### src/rtl/pipe_regfile.sv
// Register file with combinational read ports, optional write-to-read forwarding
// and a per-register pending-write scoreboard for a pipelined core.
module pipe_regfile #(
   parameter int DATA_W    = 16,
   parameter int ADDR_W    = 3,
   parameter int INIT_STEP = 10,
   parameter int BYPASS    = 1
) (
   input  logic                   clk,
   input  logic                   rst,
   input  logic [ADDR_W-1:0]      readreg1,
   input  logic [ADDR_W-1:0]      readreg2,
   output logic [DATA_W-1:0]      readdata1,
   output logic [DATA_W-1:0]      readdata2,
   input  logic                   RegWrite,
   input  logic [ADDR_W-1:0]      writereg,
   input  logic [DATA_W-1:0]      writedata,
   input  logic                   issue_en,
   input  logic [ADDR_W-1:0]      issue_reg,
   input  logic                   flush,
   output logic                   busy1,
   output logic                   busy2,
   output logic [2**ADDR_W-1:0]   busy_vec
);

   localparam int DEPTH = 2**ADDR_W;

   logic [DATA_W-1:0]            regs [DEPTH];
   logic [DEPTH-1:0]             busy_reg;
   logic [DEPTH-1:0]             busy_next;
   logic                         wr_en;
   logic [1:0][ADDR_W-1:0]       raddr;
   logic [1:0][DATA_W-1:0]       rdata;
   logic [1:0]                   rbusy;

   assign wr_en = RegWrite && (writereg != '0);

   // Entry 0 is reset to zero and never written, so it stays zero.
   always_ff @(posedge clk or posedge rst) begin
      if (rst) begin
         for (int i = 0; i < DEPTH; i++) begin
            regs[i] <= DATA_W'(i * INIT_STEP);
         end
         busy_reg <= '0;
      end else begin
         if (wr_en) begin
            regs[writereg] <= writedata;
         end
         busy_reg <= busy_next;
      end
   end

   // Flush beats everything; a new issue beats the writeback clear of an older producer.
   assign busy_next[0] = 1'b0;
   for (genvar gi = 1; gi < DEPTH; gi++) begin : g_busy
      assign busy_next[gi] = flush                                          ? 1'b0 :
                             (issue_en && (issue_reg == ADDR_W'(gi)))       ? 1'b1 :
                             (wr_en && (writereg == ADDR_W'(gi)))           ? 1'b0 :
                                                                              busy_reg[gi];
   end

   assign raddr = {readreg2, readreg1};

   // Forwarding is suppressed during reset so reads show reset contents.
   for (genvar gi = 0; gi < 2; gi++) begin : g_read
      logic fwd;
      assign fwd = (BYPASS != 0) && !rst && wr_en && (writereg == raddr[gi]);
      assign rdata[gi] = (raddr[gi] == '0) ? '0 :
                         fwd               ? writedata :
                                             regs[raddr[gi]];
      assign rbusy[gi] = busy_reg[raddr[gi]] & ~fwd;
   end

   assign readdata1 = rdata[0];
   assign readdata2 = rdata[1];
   assign busy1     = rbusy[0];
   assign busy2     = rbusy[1];
   assign busy_vec  = busy_reg;

endmodule

### config.mk
export PLATFORM = sky130hd
export DESIGN_NAME = pipe_regfile
export DESIGN_NICKNAME = d
export VERILOG_FILES = /design/src/rtl/pipe_regfile.sv
export SDC_FILE = /design/constraint.sdc
export NUM_CORES = 1
export LEC_CHECK = 0
export CAP_MARGIN = 5
export CORE_AREA = 2 2 148 92
export DETAILED_ROUTE_END_ITERATION = 8
export DIE_AREA = 0 0 150 94
export PLACE_DENSITY = 0.89
export SYNTH_ARGS = -nofsm -noshare
export SYNTH_HDL_FRONTEND = slang
export SYNTH_SLANG_ARGS = --single-unit
export TNS_END_PERCENT = 20
### constraint.sdc
create_clock -name clk -period 11.1 [get_ports clk]
set_clock_uncertainty 0.2 [all_clocks]
set_input_delay 2.22 -clock clk [delete_from_list [all_inputs] [get_ports clk]]
set_output_delay 2.22 -clock clk [all_outputs]
set_load 0.01 [all_outputs]
* Word-level counts from Yosys, hierarchy flattened
Cells that the tools add are included.
** Word-level totals
- Bits in registers :: 135
- Word-level logic and storage cells :: 112
- Input bits :: 33
- Output and inout port bits :: 42
** Operators by class
- Reductions and logical operators :: 30
- Mux-type cells :: 38
- Bitwise gates (word level) :: 7
- Magnitude comparators :: 6
- Eq/ne operators :: 16
** Operators with widths (count)
- two-way mux 16 bit :: 9
- bitwise mux 128 bit :: 1
- binary-select mux 16 bit (select 3 bit) :: 2
- demux 16 bit (select 3 bit) :: 1
- equality test 3 bit (second input constant) :: 8
- nonzero test 3 bit :: 8
- two-way mux 1 bit :: 23
- logical AND 1 bit :: 19
- equality test 3 x 2 -> 1 bit (second input constant) :: 4
- >= comparator 4 bit (second input constant) :: 3
- inverter 3 -> 4 bit :: 3
- < comparator 3 x 4 -> 1 bit (second input constant) :: 2
- binary-select mux 1 bit (select 3 bit) :: 2
- equality test 3 x 1 -> 1 bit (second input constant) :: 2
- equality test 3 bit :: 2
- zero test 3 bit :: 2
- < comparator 4 x 1 -> 1 bit (second input constant) :: 1
- bitwise AND 1 bit :: 2
- inverter 1 bit :: 2
- zero test 1 bit :: 1

* Longest topological paths before layout
- Word-level depth :: 6
- Mapped depth :: 7
- Mapped depth without buffers :: 4

* Worst setup path after synthesis
Ideal clock, no wire load.
- Kind :: input-to-output
- Start :: input rst
- End :: output readdata1[0]
- Path buffers :: 2
- Data arrival time :: 6.394 ns
- Stages on the path :: 5
- Path slack :: 2.286 ns
- Data required time :: 8.680 ns
- Cell sequence :: inv_1 > o311ai_2 > buf_4 > buf_2 > o311a_1
** Between the ends
- Word-level cells in the longest chain between the ends :: 5
** Ends and longest elaborated chain
- start, declared :: line 10 : input logic rst,
- zero test 1 bit :: line 67 : assign fwd = (BYPASS != 0) && !rst && wr_en && (writereg == raddr[gi]);
- logical AND 1 bit (2 in a row) :: line 67
- two-way mux 16 bit :: line 69 : fwd ? writedata :
- two-way mux 16 bit :: line 68 : assign rdata[gi] = (raddr[gi] == '0) ? '0 :
- end, declared :: line 13 : output logic [DATA_W-1:0] readdata1,
No other way between the ends.

* Worst setup path in the final report
- Start :: input rst
- End :: output readdata2[8]
** Between the ends
- Word-level cells in the longest chain between the ends :: 5
** Ends and longest elaborated chain
- zero test 1 bit :: line 67
- logical AND 1 bit (2 in a row) :: line 67
- two-way mux 16 bit :: line 69
- two-way mux 16 bit :: line 68
- end, declared :: line 14 : output logic [DATA_W-1:0] readdata2,
No other way between the ends.

==> results.py <==
metrics = {
    "clock_tree": {
        "clk_pin_slew_worst_paths_ps": 60,
        "clock_latency_ps": 420,
        "root_buffer": "clkbuf_16",
        "cts_setup_buffers": 0,
        "ctsHoldBuffers": 0,
        "ctsResizeCount": 0,
        "cts_max_level": 4,
        "cts_made_buffers": 17,
        "cts_buffer_depth": 2,
        "clock_sinks": 135,
        "cts_tree": "yes",
    },
    "logic_synthesis": {
        "ys_ff_latch": 135,
        "async_flop_share_pct": 100.0,
        "synth_flop_cell": "dfrtp_1",
        "synth.distinct_cells": 33,
        "synth_edf_count": 0,
        "syn_nets": 564,
        "syn_area_per_cell_um2": 14.87,
        "syn_area_um2": 7896,
        "yosysSeqAreaShare_pct": 43.10,
        "yosys_warnings": 0,
        "syn-instance-count": 531,
    },
    "sta": {
        "slew_viol_final": 0,
        "tightestPinTransition_ps": 1066,
        "fmax_mhz": 136.9,
        "setup_violations": 0,
        "tns_ps": 0,
        "hold_viol": 0,
        "fin_crit_sh_pct": 65.81,
        "max_slew_margin_pct": 28.94,
        "fin_crit_ps": 7305,
        "rsz0062_at_grt": "false",
    },
    "pwr": {
        "vdd_ir_drop_max_mv": 0.1387,
        "powerDensity_nw_per_um2": 186.0,
        "leakagePower_nw": 3.814,
        "total_power_mw": 1.706,
    },
    "place": {
        "portBuffers": 73,
        "hpwl_mm": 11.59,
        "dp.cells": 717,
        "gp_congestion": 0.8463,
        "placed_area_um2": 8514,
    },
    "grt": {
        "grt_overflow": 0,
        "grt_pass1_wl_mm": 30.75,
        "antenna_found_initial": 0,
        "track_usage_pct": 29.63,
        "grt_max_degree": 80,
        "first_global_vias": 5361,
    },
    "finish": {
        "stdcell_area_um2": 9171,
        "final_common_cell": "dfrtp_1",
        "nFillCells": 797,
        "syn_to_final_growth_pct": 16.15,
        "fin_nets": 599,
        "drive_above_1_share_pct": 37.48,
        "fin_cells": 749,
        "antenna_cells": 0,
        "final_cell_mix": "115 x dfrtp_1, 112 x mux2_2, 69 x clkdlybuf4s50_1",
        "seq_area_um2": 3403,
        "multi_input_comb_area_um2": 4106,
    },
    "run": {
        "maxCapViolCount": 0,
    },
    "floorplanning": {
        "core_um2": 12650,
        "pin_count": 75,
        "start_util_pct": 62.41,
        "rows": 32,
        "die_area_um2": 14100,
        "die_h_um": 94,
        "fp.dieW_um": 150,
    },
    "drt": {
        "viasPerCell": 6.999,
        "drt_iter0_markers": 435,
        "drc": 0,
        "wire_per_inst_um": 25.89,
        "postRouteAntennaNets": 0,
        "routed_wl_mm": 19.39,
        "vias": 5242,
        "drt-pass1-iter-count": 4,
    },
    "run_status": {
        "outcome": "finished clean",
    },
    "worst_setup_path": {
        "required_ps": 8680,
        "cp_max_fo": 66,
        "end_kind": "output port",
        "critPathKind": "in2out",
        "critical_path_arrival_ps": 4880,
        "crit_path_start_kind": "input pin",
    },
    "hold_path": {
        "min_path_type": "reg2reg",
    },
}
worst max-delay path, cell delays in order:
cell and delay [ps]:
clkdlybuf4s50_1 450, inv_4 560, o311ai_4 180, buf_4 370, o21ai_0 250, o311a_1 230, clkdlybuf4s50_1 550
final timing paths:
| kind | startpoint | endpoint | slack [ps] | depth (start not counted) |
|---|---|---|---|---|
| setup / recovery | rst | readdata2[8] | 3800 | 7 |
| hold / removal | regs[123]$_DFFE_PP0P_ | regs[123]$_DFFE_PP0P_ | 190 | 0 |
| setup reg to reg | busy_vec[6]$_DFFE_PP0P_ | busy_vec[6]$_DFFE_PP0P_ | 10030 | 2 |
| hold reg to reg | regs[123]$_DFFE_PP0P_ | regs[123]$_DFFE_PP0P_ | 190 | 0 |
| max in group asynchronous | rst | regs[56]$_DFFE_PP0P_ | 7100 | 3 |
| min in group asynchronous | rst | regs[87]$_DFFE_PP0P_ | 2090 | 2 |
cells by family (layout without fill, tap and decap cells):
family | after synthesis | after routing | share of synthesized area (%)
buf+inv | 68 | 116 | 5.403
flops | 135 | 135 | 43.10
compound gates | 72 | 72 | 6.877
xor+xnor | 6 | 6 | 0.6655
mux | 216 | 216 | 41.23
simple gates | 33 | 33 | 2.678
other cells | 1 | 1 | 0.04749
sequential cells by signal, summed over array words and instances, names as in the netlist:
| signal | cells |
|---|---|
| busy_vec | 7 |
| regs | 128 |
stage by stage:
step / setup WS [ps] / hold slack, ps / utilization, %
after floorplan: 2286 / 235.7 / -
after global routing: 3588 / 200.6 / 72.49
after global placement: 3917 / 172.0 / 67.30
final: 3795 / 191.0 / 72.49
after detailed placement: 3830 / 182.1 / 67.30
after CTS: 3800 / 194.8 / 72.49
final cells by class:
type                       instances  area share (%)
sequential                       135           37.11
tap                              170           2.319
clock inverter                    11           2.142
clock buffer                      21           5.020
multi-input combinational        328           44.77
timing repair buffer              83           8.568
inverter                           1         0.06821
synthesized netlist by cell type, drive strengths merged, types with 4 or more instances:
cell	number	area, um^2
a21oi	4	20.02
buf	43	327.8
clkbuf	24	95.09
dfrtp	115	2878
dfstp	20	525.5
mux2	112	1261
mux2i	38	380.4
mux4	66	1614
nand2	6	22.52
nor2	8	30.03
o21ai	32	160.1
o311a	32	320.3
xnor2	6	52.55
power breakdown:
group          leakage (nW)  switching, mW  internal (mW)
Sequential             1.63         0.0709          0.596
Combinational          1.87          0.161          0.253
Clock                 0.313          0.214          0.411
metal layers:
metal	global-route usage, %	wire, um
met1	42.51	8565
met2	44.90	9059
met3	5.922	1296
met4	12.26	468
met5	0	0
Power figures use the tool's default switching activity.
